[config.mk]
export PLATFORM = sky130hd
export DESIGN_NAME = bd_fetch_issuer
export DESIGN_NICKNAME = d
export VERILOG_FILES = /design/src/rtl/bd_dma_pkg.sv /design/src/rtl/rr_arbiter4.sv /design/src/rtl/bd_fetch_issuer.sv
export SDC_FILE = /design/constraint.sdc
export NUM_CORES = 1
export LEC_CHECK = 0
export BUFFER_PORTS_ARGS = -buffer_cell sky130_fd_sc_hd__buf_4
export CAP_MARGIN = 20
export CORE_AREA = 2 2 158 160
export DETAILED_ROUTE_END_ITERATION = 10
export DIE_AREA = 0 0 160 162
export GPL_ROUTABILITY_DRIVEN = 0
export PLACE_DENSITY = 0.58
export SKIP_CTS_REPAIR_TIMING = 1
export SLEW_MARGIN = 25
export SYNTH_ARGS = -nofsm -noshare
export SYNTH_HDL_FRONTEND = slang
export SYNTH_SLANG_ARGS = --single-unit
[constraint.sdc]
create_clock -name user_clk -period 4.2 [get_ports user_clk]
set_clock_uncertainty 0.05 [all_clocks]
set_input_delay 0.21 -clock user_clk [delete_from_list [all_inputs] [get_ports user_clk]]
set_output_delay 0.21 -clock user_clk [all_outputs]
set_load 0.005 [all_outputs]
[src/rtl/bd_dma_pkg.sv]
// rtl/bd_dma_pkg.sv - shared types and constants for the BD fetch/issue path
// Purpose: channel enumeration, BD geometry, command/fetch field layout,
//          issuer FSM state type and BD address field helpers.
// Ports:   none (package).
package bd_dma_pkg;

   typedef enum logic [1:0] {
      CH_S2C0 = 2'd0,
      CH_C2S0 = 2'd1,
      CH_S2C1 = 2'd2,
      CH_C2S1 = 2'd3
   } bd_ch_e;

   localparam int NUM_CH        = 4;
   localparam int BD_SIZE_LOG2  = 5;
   localparam int BD_PER_BLOCK  = 16;
   localparam int ENTRY_W       = 4;
   localparam int BLOCK_ADDR_W  = 23;
   localparam int TAG_W         = 8;
   localparam int CMD_W         = 44;
   localparam int CMD_ADDR_LSB  = 0;
   localparam int CMD_ENTRY_LSB = 32;
   localparam int CMD_TAG_LSB   = 36;
   localparam int FETCH_W       = 25;

   typedef enum logic [2:0] {
      ST_IDLE      = 3'd0,
      ST_LOOKUP    = 3'd1,
      ST_FETCH     = 3'd2,
      ST_WAIT_FILL = 3'd3,
      ST_ISSUE     = 3'd4
   } fsm_state_e;

   // Entry index of a BD inside its 512B block.
   function automatic logic [ENTRY_W-1:0] bd_entry(input logic [31:0] bd_addr);
      return bd_addr[8:5];
   endfunction

   // 512B-aligned block address of a BD.
   function automatic logic [BLOCK_ADDR_W-1:0] bd_block(input logic [31:0] bd_addr);
      return bd_addr[31:9];
   endfunction

endpackage

[src/rtl/rr_arbiter4.sv]
// rtl/rr_arbiter4.sv - 4-requester round-robin arbiter (combinational)
// Purpose: picks the first asserted request at or after the pointer.
// Ports:   req       in  4  request vector
//          ptr       in  2  current round-robin pointer
//          grant     out 4  one-hot grant (zero when no request)
//          grant_idx out 2  index of the granted requester
//          grant_any out 1  any request granted
//          next_ptr  out 2  pointer value after this grant (grant_idx+1 mod 4)
module rr_arbiter4 (
   input  logic [3:0] req,
   input  logic [1:0] ptr,
   output logic [3:0] grant,
   output logic [1:0] grant_idx,
   output logic       grant_any,
   output logic [1:0] next_ptr
);

   logic [1:0] idx;

   always_comb begin
      grant     = '0;
      grant_idx = '0;
      grant_any = 1'b0;
      idx       = '0;
      // Scan from farthest to nearest offset so the nearest one wins.
      for (int i = 3; i >= 0; i--) begin
         idx = ptr + 2'(i);
         if (req[idx]) begin
            grant_idx = idx;
            grant_any = 1'b1;
         end
      end
      if (grant_any) begin
         grant[grant_idx] = 1'b1;
      end
      next_ptr = grant_idx + 2'd1;
   end

endmodule

[src/rtl/bd_fetch_issuer.sv]
// rtl/bd_fetch_issuer.sv - BD request arbiter, buffer lookup and block fetch initiator
// Purpose: arbitrates BD requests from 4 DMA channels, checks the resident BD block,
//          issues a buffer read command on a hit or fetches the 512B block first on a miss.
// Ports:   user_clk / user_reset_n          clock, async active-low reset
//          s_bd_req_valid/ready/addr/tag    per-channel request in, one-hot accept pulse
//          bd_buf_chN_{s2c,c2s}_addr/valid  resident block address and per-entry valid
//          m_axis_buffer_cmd_*              one-cycle buffer read command, tdest=channel
//          m_axis_bd_fetch_*                block fetch request to the PCIe read path
//          err_timeout / err_ch             dropped-request pulse and its channel
module bd_fetch_issuer
   import bd_dma_pkg::*;
#(
   parameter int TIMEOUT_CYCLES = 4096,
   parameter int MAX_RETRY      = 3
) (
   input  logic                    user_clk,
   input  logic                    user_reset_n,
   input  logic [3:0]              s_bd_req_valid,
   output logic [3:0]              s_bd_req_ready,
   input  logic [127:0]            s_bd_req_addr,
   input  logic [31:0]             s_bd_req_tag,
   input  logic [BLOCK_ADDR_W-1:0] bd_buf_ch0_s2c_addr,
   input  logic [BLOCK_ADDR_W-1:0] bd_buf_ch0_c2s_addr,
   input  logic [BLOCK_ADDR_W-1:0] bd_buf_ch1_s2c_addr,
   input  logic [BLOCK_ADDR_W-1:0] bd_buf_ch1_c2s_addr,
   input  logic [BD_PER_BLOCK-1:0] bd_buf_ch0_s2c_valid,
   input  logic [BD_PER_BLOCK-1:0] bd_buf_ch0_c2s_valid,
   input  logic [BD_PER_BLOCK-1:0] bd_buf_ch1_s2c_valid,
   input  logic [BD_PER_BLOCK-1:0] bd_buf_ch1_c2s_valid,
   output logic [CMD_W-1:0]        m_axis_buffer_cmd_tdata,
   output logic                    m_axis_buffer_cmd_tvalid,
   output logic [1:0]              m_axis_buffer_cmd_tdest,
   output logic [FETCH_W-1:0]      m_axis_bd_fetch_tdata,
   output logic                    m_axis_bd_fetch_tvalid,
   input  logic                    m_axis_bd_fetch_tready,
   output logic                    err_timeout,
   output logic [1:0]              err_ch
);

   localparam int TW = (TIMEOUT_CYCLES > 1) ? $clog2(TIMEOUT_CYCLES) : 1;
   localparam int RW = (MAX_RETRY > 0) ? $clog2(MAX_RETRY + 1) : 1;

   fsm_state_e        state_q, state_d;
   logic [31:0]       addr_q, addr_d;
   logic [TAG_W-1:0]  tag_q, tag_d;
   logic [1:0]        ch_q, ch_d;
   logic [1:0]        ptr_q, ptr_d;
   logic [TW-1:0]     timeout_q, timeout_d;
   logic [RW-1:0]     retry_q, retry_d;
   logic              err_pulse_q, err_pulse_d;
   logic [1:0]        err_ch_q, err_ch_d;

   logic [3:0]        grant;
   logic [1:0]        grant_idx;
   logic              grant_any;
   logic [1:0]        next_ptr;

   logic [31:0]             req_addr [NUM_CH];
   logic [TAG_W-1:0]        req_tag  [NUM_CH];
   logic [BLOCK_ADDR_W-1:0] st_addr  [NUM_CH];
   logic [BD_PER_BLOCK-1:0] st_valid [NUM_CH];
   logic                    hit;
   logic                    timeout_last;
   logic                    retry_last;

   rr_arbiter4 u_arb (
      .req       (s_bd_req_valid),
      .ptr       (ptr_q),
      .grant     (grant),
      .grant_idx (grant_idx),
      .grant_any (grant_any),
      .next_ptr  (next_ptr)
   );

   always_comb begin
      for (int c = 0; c < NUM_CH; c++) begin
         req_addr[c] = s_bd_req_addr[32*c +: 32];
         req_tag[c]  = s_bd_req_tag[8*c +: 8];
      end
      st_addr[0]  = bd_buf_ch0_s2c_addr;
      st_addr[1]  = bd_buf_ch0_c2s_addr;
      st_addr[2]  = bd_buf_ch1_s2c_addr;
      st_addr[3]  = bd_buf_ch1_c2s_addr;
      st_valid[0] = bd_buf_ch0_s2c_valid;
      st_valid[1] = bd_buf_ch0_c2s_valid;
      st_valid[2] = bd_buf_ch1_s2c_valid;
      st_valid[3] = bd_buf_ch1_c2s_valid;
   end

   // Hit is only ever evaluated against the latched request, never live inputs.
   assign hit          = (st_addr[ch_q] == bd_block(addr_q)) & st_valid[ch_q][bd_entry(addr_q)];
   assign timeout_last = (timeout_q == TW'(TIMEOUT_CYCLES - 1));
   assign retry_last   = (retry_q == RW'(MAX_RETRY));

   // State and datapath registers.
   always_ff @(posedge user_clk or negedge user_reset_n) begin
      if (!user_reset_n) begin
         state_q     <= ST_IDLE;
         addr_q      <= '0;
         tag_q       <= '0;
         ch_q        <= '0;
         ptr_q       <= '0;
         timeout_q   <= '0;
         retry_q     <= '0;
         err_pulse_q <= 1'b0;
         err_ch_q    <= '0;
      end else begin
         state_q     <= state_d;
         addr_q      <= addr_d;
         tag_q       <= tag_d;
         ch_q        <= ch_d;
         ptr_q       <= ptr_d;
         timeout_q   <= timeout_d;
         retry_q     <= retry_d;
         err_pulse_q <= err_pulse_d;
         err_ch_q    <= err_ch_d;
      end
   end

   // Next-state and datapath update.
   always_comb begin
      state_d     = state_q;
      addr_d      = addr_q;
      tag_d       = tag_q;
      ch_d        = ch_q;
      ptr_d       = ptr_q;
      timeout_d   = timeout_q;
      retry_d     = retry_q;
      err_pulse_d = 1'b0;
      err_ch_d    = err_ch_q;
      case (state_q)
         ST_IDLE: begin
            if (grant_any) begin
               addr_d  = req_addr[grant_idx];
               tag_d   = req_tag[grant_idx];
               ch_d    = grant_idx;
               ptr_d   = next_ptr;
               retry_d = '0;
               state_d = ST_LOOKUP;
            end
         end
         ST_LOOKUP: begin
            state_d = hit ? ST_ISSUE : ST_FETCH;
         end
         ST_FETCH: begin
            if (m_axis_bd_fetch_tready) begin
               timeout_d = '0;
               state_d   = ST_WAIT_FILL;
            end
         end
         ST_WAIT_FILL: begin
            // A fill landing on the last timeout cycle still wins over a retry.
            if (hit) begin
               state_d = ST_ISSUE;
            end else if (timeout_last) begin
               if (!retry_last) begin
                  retry_d = retry_q + RW'(1);
                  state_d = ST_FETCH;
               end else begin
                  err_pulse_d = 1'b1;
                  err_ch_d    = ch_q;
                  state_d     = ST_IDLE;
               end
            end else begin
               timeout_d = timeout_q + TW'(1);
            end
         end
         ST_ISSUE: begin
            retry_d = '0;
            state_d = ST_IDLE;
         end
         default: begin
            state_d = ST_IDLE;
         end
      endcase
   end

   // Outputs decoded from state; buses read zero whenever their valid is low.
   always_comb begin
      s_bd_req_ready           = '0;
      m_axis_buffer_cmd_tvalid = 1'b0;
      m_axis_buffer_cmd_tdata  = '0;
      m_axis_buffer_cmd_tdest  = '0;
      m_axis_bd_fetch_tvalid   = 1'b0;
      m_axis_bd_fetch_tdata    = '0;
      case (state_q)
         ST_IDLE: begin
            // Ready is combinational from valid, so hold it low while in reset.
            s_bd_req_ready = grant & {4{user_reset_n}};
         end
         ST_FETCH: begin
            m_axis_bd_fetch_tvalid = 1'b1;
            m_axis_bd_fetch_tdata  = {ch_q, bd_block(addr_q)};
         end
         ST_ISSUE: begin
            m_axis_buffer_cmd_tvalid = 1'b1;
            m_axis_buffer_cmd_tdata  = {tag_q, bd_entry(addr_q), addr_q};
            m_axis_buffer_cmd_tdest  = ch_q;
         end
         default: begin
         end
      endcase
   end

   assign err_timeout = err_pulse_q;
   assign err_ch      = err_ch_q;

endmodule

# Word level (Yosys, flattened, before mapping)
# Cells that the tools add are included.
# classes
n_addsub	6
magnitude_cmp	9
reduce_logical	9
n_eq_ne	14
bitwise	5
muxes	59
# op_table
cell	n
$bmux 32 s2	1
$mux 32	2
$bmux 23 s2	1
$mux 23	2
$mux 44	1
$mux 12	3
$bmux 16 s2	1
$mux 16	2
$mux 25	1
$pmux 12 s2	1
$eq 23x23->1	1
$mux 2	10
$bmux 8 s2	1
$mux 1	16
$mux 8	2
$lt 2x3->1 const B	5
$mux 3	5
$add 12x1->12 const B	1
$eq 12x12->1 const B	1
$ne 2x2->1 const B	6
$pmux 3 s4	1
$bmux 1 s2	4
$mux 4	2
$reduce_and 4->1	2
24 further kinds	30
# word_totals
inputBits	323
ff_bits	64
out_inout_bits	80

# Depth between registers and ports, before layout
# Gate-level depths: netlist of the first run.
# depth
depth_word	14
depth_mapped	11
depth_no_buf	8

# Modules after synthesis
# From an unflattened synthesis of the first run, not the netlist that was laid out.
# hier_totals
cells_unflattened	499
area_unflattened_um2	5843.1
# modules_own_cells
module	area_per_inst_um2	cells_each	n_inst	seq_area_each_um2
bd_fetch_issuer	5587.9	461	1	1601.5
rr_arbiter4	255.2	38	1	0.0

# Worst setup path before layout of the first run
# OpenSTA, ideal clock, no wires.
# synth_timing
path_type	reg2reg
from	register ch_q[0]
to	register err_ch_q[1] (netlist: err_ch[1])
t_arrival_ns	2.710
n_path_buf	2
stages_incl_launch_ff	10
slack_ns	1.312
cell_sequence	dfrtp_1 > buf_6 > buf_6 > mux4_2 > xor2_1 > nor4_1 > nand4_1 > a2111oi_4 > nor3_2 > mux2_1
# synth_between
elab_chain_len	9
word_cells_on_any_way	13
# synth_rtl
element	line	rtl
from (decl)	bd_fetch_issuer.sv:46	logic [1:0] ch_q, ch_d;
from (signal assigned)	bd_fetch_issuer.sv:111	ch_q <= ch_d;
$not 2->3 (implied by the code) *	bd_fetch_issuer.sv:91	assign hit = (st_addr[ch_q] == bd_block(addr_q)) & st_valid[ch_q][bd_entry(addr_q)];
$bmux 16 s2	bd_fetch_issuer.sv:91	
$mux 16 (implied by the code) (2 in series)	bd_fetch_issuer.sv:91	
$bmux 1 s4	bd_fetch_issuer.sv:91	
$mux 1 (implied by the code)	bd_fetch_issuer.sv:91	
$and 1x1->1 *	bd_fetch_issuer.sv:91	
$not 1->1 (no line) *	--	
$reduce_and 4->1 (no line) *	--	
to (signal assigned)	bd_fetch_issuer.sv:116	err_ch_q <= err_ch_d;
to (decl)	bd_fetch_issuer.sv:51	logic [1:0] err_ch_q, err_ch_d;
# Every way passes the cells marked *; elsewhere a longest branch is shown, timed or not. The select of a mux whose other input is x is not followed.
# A chain may end at the register's enable or synchronous reset.

# Worst setup path in the final report of the first run
# layout_timing
from	register ch_q[1]
to	register timeout_q[9]
# layout_between
elab_chain_len	9
word_cells_on_any_way	13
# layout_rtl
element	line	rtl
$not 2->3 (implied by the code) *	bd_fetch_issuer.sv:91	
$bmux 16 s2	bd_fetch_issuer.sv:91	
$mux 16 (implied by the code) (2 in series)	bd_fetch_issuer.sv:91	
$bmux 1 s4	bd_fetch_issuer.sv:91	
$mux 1 (implied by the code)	bd_fetch_issuer.sv:91	
$and 1x1->1 *	bd_fetch_issuer.sv:91	
$ne 2x2->1 (no line) *	--	
$reduce_and 4->1 (no line) *	--	
to (signal assigned)	bd_fetch_issuer.sv:113	timeout_q <= timeout_d;
to (decl)	bd_fetch_issuer.sv:48	logic [TW-1:0] timeout_q, timeout_d;
# Marks and branches as above.

==> flow_metrics.tcl, run 1 <==
set metrics [dict create \
    status "finished, final reports clean" \
    fp.dieW_um 160 \
    wirelength_um 28600 \
    rsz0062_at_grt "no" \
    start_util_pct 24.8 \
    synth-seq-cells 64 \
    cts_buffer_depth 2 \
    cp.arrival_ns 3.60 \
    busiest_layer "met2" \
    synthToLayoutAreaGrowth_pct 60.2 \
    die_y_um 162 \
    drive_above_1_share_pct 41.6 \
    antenna_found_initial 0 \
    ir_drop_v 0.000349 \
    clk_pin_slew_ns 0.06 \
    crit_chain "nor2b_1 > a22oi_1 > a31o_2 > a311oi_1 > a2111oi_4 > buf_4 > a2111oi_0 > mux2i_1" \
    setup.worst_path.end_class "flop" \
    ant_nets 0 \
    synthesis.area_um2 5970 \
    ys_types 53 \
    syn_inst 791 \
    slew_viol_final 0 \
    grt_pass1_vias 6812 \
    yosysWarnings 0 \
    clock-sinks 64 \
    io_buffers 402 \
    routedWlPerCell_um 19.3 \
    finalNetCount 1483 \
    dp_hpwl_um 22900 \
    finalSetupViolCount 0 \
    total_power_mw 4.83 \
    cts_buffers 9 \
    async_flop_share_pct 100 \
    grt_pass1_wl_um 41700 \
    grt_util_met2_pct 34.2 \
    ys_seq_area_share_pct 26.8 \
    min_period_ns 3.39 \
    clock.fmax_mhz 295 \
    core_um2 24100 \
    cts_tree "yes" \
    tightest_slew_ns 0.961 \
    pin_count 403 \
    routed-via-count 7157 \
    finalHoldViolations 0 \
    p_leak_nw 5.01 \
    crit_type "flop to flop" \
    met1_usage_pct 29.0 \
    drt-initial-drc-count 640 \
    slowest_stage "dfrtp_2" \
    synth_edf_count 0 \
    max-slew-margin-rel_pct 35.8 \
    diodes 0 \
    worstSkewPairLatency_ns 0.34 \
    use_met3_pct 4.65 \
    cts_max_level 3 \
    critPathLaunchType "flop" \
    route.detailed.drc 0 \
    hold_class "input pin to flop" \
    utilization_pct 39.7 \
    min_period_over_period_pct 80.8 \
    max_stage_delay_ns 0.93 \
    avgSynthCellArea_um2 7.54 \
    drv_cap 0 \
    powerDensity_nw_per_um2 505 \
    fin_setup_tns_ns 0 \
    synth_nets 1120 \
    fillers 2584 \
    viasPerCell 4.83 \
    dieArea_um2 25900 \
    grt_max_degree 83 \
    dr.pass1.iters 5 \
    grt.total_usage_pct 21.2 \
    grt-ovfl-total 0 \
    cp_max_fo 40 \
    cts_root_buffer "clkbuf_16" \
    ys.flop_type "dfrtp_1" \
    rows 57 \
    cp.required_ns 4.41 \
]
[area by class of cell]
type	instances	area, µm²	share of cell area (%)
Multi-Input combinational cell	652	4050	42.3
Timing Repair Buffer	417	3160	33.0
Sequential cell	64	1600	16.8
Tap cell	324	405	4.24
Clock buffer	11	253	2.64
Clock inverter	5	55.1	0.576
Inverter	10	37.5	0.393
[Yosys cell counts (all sizes together) (2+ instances only)]
master     n  area [µm²]
mux2       3        33.8
nor4       7        43.8
nand2b    10        62.6
nand2    268        1010
ha         6        75.1
clkbuf    50         188
nand4      6        37.5
xnor2      2        17.5
a211oi     2        15.0
a2111oi    3        45.1
mux4      34         766
buf       15         115
a21oi     10        53.8
or4        3        22.5
nor2      13        48.8
a22o       2        17.5
a21boi     2        15.0
o21ai     85         425
nor3       3        20.0
nand3     50         250
nor2b      3        18.8
xor2      21         184
o211ai     3        22.5
dfrtp     64        1600
and2       3        18.8
inv       10        37.5
a22oi      4        30.0
nor3b      2        15.0
mux2i     20         200
and3      72         450
[layer usage]
layer  routed length, µm  vias up
met5                   0        -
met1               12500     3334
met4                 336        0
met3                2220       21
met2               13600      314
li1                    -     3488
[report_power, final]
part           leakage [nW]  internal, mW  switching, mW
Sequential            0.809         0.857          0.483
Combinational          4.05          1.25           1.46
Clock                 0.148         0.489          0.288
[logic make-up (layout without fill, tap and decap cells)]
kind of cell / Yosys count / in the layout / synth area share (%)
XOR/XNOR: 23 / 23 / 3.38
buffers and inverters: 75 / 443 / 5.70
flip-flops: 64 / 64 / 26.8
multiplexers: 57 / 57 / 16.8
adder cells (fa/ha/maj): 6 / 6 / 1.26
AO/OA/AOI/OAI: 122 / 122 / 12.1
AND/OR/NAND/NOR: 444 / 444 / 33.9
[per-stage QoR]
stage	area (µm²)	setup WS [ns]	hold WS [ns]	instances
global placement	9240	0.837	0.124	1466
global route	9560	0.559	0.205	1483
detailed placement	9240	0.789	0.127	1466
finish	9560	0.807	0.185	1483
CTS	9550	0.787	-0.234	1482
floorplan	5970	1.31	-0.136	791
[path summary, 6_finish.rpt]
kind	slack, ns	startpoint	depth (start not counted)	endpoint
setup / recovery	0.81	ch_q[1]	8	timeout_q[9]
hold / removal	0.19	m_axis_bd_fetch_tready	4	state_q[0]
setup reg to reg	0.81	ch_q[1]	8	timeout_q[9]
hold reg to reg	0.42	addr_q[2]	2	addr_q[2]
max in group asynchronous	2.89	user_reset_n	3	ch_q[0]
min in group asynchronous	0.29	user_reset_n	2	tag_q[1]
[cell usage in the layout (no fill, tap or decap), types with 2 or more instances in the layout]
| cell type | n |
|---|---|
| inv_1 | 9 |
| clkbuf_16 | 9 |
| nand4_1 | 6 |
| ha_1 | 6 |
| nand3_1 | 50 |
| a21boi_1 | 2 |
| clkbuf_8 | 2 |
| a2111oi_0 | 2 |
| dfrtp_2 | 2 |
| clkinv_2 | 2 |
| xnor2_1 | 2 |
| a22oi_1 | 4 |
| a21oi_1 | 9 |
| and3_1 | 72 |
| xor2_1 | 21 |
| clkinvlp_4 | 2 |
| nor3_2 | 2 |
| nor4_1 | 6 |
| nand2_1 | 268 |
| mux4_2 | 34 |
| and2_1 | 3 |
| or4_1 | 2 |
| buf_12 | 2 |
| o21ai_0 | 85 |
| mux2_2 | 2 |
| buf_4 | 414 |
| a22o_1 | 2 |
| nor3b_1 | 2 |
| o211ai_1 | 3 |
| nor2b_1 | 3 |
| mux2i_1 | 20 |
| nor2_1 | 11 |
| dfrtp_1 | 62 |
| nand2b_1 | 10 |
| a211oi_1 | 2 |
[flip-flops by register name (all words and copies together), names as in the netlist]
register	count
tag_q	8
timeout_q	12
err_ch	2
state_q	3
ptr_q	2
retry_q	2
addr_q	32
err_timeout	1
ch_q	2
[critical path: cells and delay by family (launching register included)]
family | cells | cell delay, ns
buffers and inverters | 1 | 0.23
DFF | 1 | 0.93
muxes | 1 | 0.23
AOI/OAI and AO/OA | 5 | 1.39
and+or+nand+nor | 1 | 0.42
Power figures use the tool's default switching activity.
==> run 2: changes to the inputs <==
CORE_AREA = 2 2 156 158   (was 2 2 158 160)
DIE_AREA = 0 0 158 160   (was 0 0 160 162)
PLACE_DENSITY = 0.61   (was 0.58)
clock period = 2.7 ns   (was 4.2 ns; I/O delays follow)
==> run 2 against run 1 <==
  * The flow now finishes with violations (setup timing)
  * Register-to-register slack got worse by 1.2 ns
  * Global-route usage increased by 0.38 points
  * Wire length decreased by 1.5%
  * Cell area increased by 5.8%
  * Power increased by 66%
  * Clock power increased by 44%
  * Critical path type unchanged
  * Largest cell class unchanged
  * Sequential power increased by 42%
  * Largest power group unchanged
==> flow_metrics.tcl, run 2 (same netlist as run 1, synthesis figures left out) <==
set metrics [dict create \
    status "complete, but fails checks" \
    violations "setup timing" \
    synthToLayoutAreaGrowth_pct 69.5 \
    cts_root_buffer "clkbuf_16" \
    grt_pass1_vias 7202 \
    core_um2 23800 \
    ir_drop_v 0.000276 \
    clock.fmax_mhz 327 \
    cts_buffers 9 \
    pin_count 403 \
    reg2reg_depth 10 \
    cp.arrival_ns 3.22 \
    drt-initial-drc-count 540 \
    cp.required_ns 2.86 \
    rows 57 \
    io_buffers 402 \
    grt.total_usage_pct 21.5 \
    powerDensity_nw_per_um2 792 \
    clock-sinks 64 \
    hold_start "s_bd_req_addr[69]" \
    largestRegisters "addr_q: 32 flops, timeout_q: 12 flops, tag_q: 8 flops" \
    fp.dieW_um 158 \
    fin_setup_tns_ns -5.67 \
    slew_viol_final 0 \
    dp_hpwl_um 22900 \
    grt-ovfl-total 0 \
    cts_buffer_depth 2 \
    grt_pass1_wl_um 41200 \
    cts_max_level 3 \
    antenna_found_initial 2 \
    dr.pass1.iters 5 \
    routed-via-count 7392 \
    r2r-start "ch_q[0]" \
    die_y_um 160 \
    routedWlPerCell_um 18.4 \
    crit_type "flop to flop" \
    dpl_cell_area_um2 9600 \
    layout_common_cells "buf_4 (455), nand2_1 (268), o21ai_0 (85), and3_1 (72), dfrtp_1 (61)" \
    final_cells 1534 \
    final_common_cell "buf_4" \
    viasPerCell 4.82 \
    worst-r2r-setup-slack_ns -0.36 \
    worstSkewPairLatency_ns 0.33 \
    wirelength_um 28200 \
    dp_cells 1504 \
    rsz0062_at_grt "yes" \
    ant_nets 0 \
    grt_max_degree 58 \
    tightest_slew_ns 0.483 \
    finalSetupViolCount 20 \
    drv_cap 0 \
    finalNetCount 1535 \
    hold_class "input pin to flop" \
    min_period_over_period_pct 113 \
    min_period_ns 3.06 \
    r2r-end "err_ch[1]" \
    dieArea_um2 25300 \
    regMostFlops "addr_q" \
    cp_max_fo 12 \
    start_util_pct 25.0 \
    setup.worst_path.end_class "flop" \
    cts_tree "yes" \
    route.detailed.drc 0 \
    holdPathEnd "addr_q[5]" \
    clk_pin_slew_ns 0.06 \
    max-slew-margin-rel_pct 67.8 \
    finalHoldViolations 0 \
    setup_slack_ns -0.357 \
    p_leak_nw 5.29 \
    largest_reg_flops 32 \
    stdcell_area_um2 10100 \
    hold-path-cell-count 5 \
    critPathLaunchType "flop" \
    diodes 0 \
    drive_above_1_share_pct 45.4 \
    utilization_pct 42.5 \
]
[run 2: changes by cell type in the layout (fill, tap and decap cells not counted), moves of 3 or more]
cell / change
buf_4: +41
nor4_2: +3
a21oi_1: -4
buf_6: +8
a21oi_2: +4
nor4_1: -3
[run 2: worst max-delay path by stage]
stage / start / endpoint / slack [ns] / depth (start not counted)
after floorplan: ch_q[0] / err_ch[1] / -0.15 / 9
final: ch_q[0] / err_ch[1] / -0.36 / 10
after detailed placement: ch_q[0] / err_ch[1] / -0.34 / 10
after global placement: ch_q[0] / timeout_q[7] / -0.26 / 10
after CTS: ch_q[0] / err_ch[1] / -0.36 / 10
after global routing: ch_q[0] / err_ch[1] / -0.44 / 10
[run 2: layout make-up]
cell class | count | area, µm²
clock buffer | 13 | 270
clock inverter | 2 | 15.0
fill | 2469 | 13700
inverter | 10 | 37.5
multi-input combinational | 652 | 4160
sequential | 64 | 1610
tap | 324 | 405
timing repair buffer | 469 | 3620
[run 2: metal layers]
metal	wire, µm	up-vias	track usage, %
met5	0	-	0
met4	610	0	6.06
met3	2340	33	4.99
met2	13000	324	34.3
met1	12200	3433	29.1
li1	-	3602	-
[run 2: critical path: stages, from the launching register on]
cell and delay, ns:
dfrtp_2 0.41, buf_12 0.15, buf_4 0.13, mux4_2 0.49
xor2_1 0.15, nor4_1 0.35, nand4_1 0.25, a2111oi_4 0.35
clkbuf_16 0.24, nor3_4 0.05, mux2_4 0.30
[run 2: through the flow]
stage               power [mW]  hold slack (ns)  setup slack [ns]
global route              8.69            0.131            -0.437
floorplan                 4.59           -0.211            -0.153
finish                    8.02            0.106            -0.357
global placement          6.64           0.0358            -0.263
detailed placement        6.69           0.0408            -0.336
CTS                       7.84           -0.320            -0.362
[run 2: report_power, final]
part / internal [mW] / switching (mW) / leakage (nW)
sequential: 1.34 / 0.564 / 0.807
combinational: 2.41 / 2.59 / 4.35
clock: 0.692 / 0.426 / 0.134
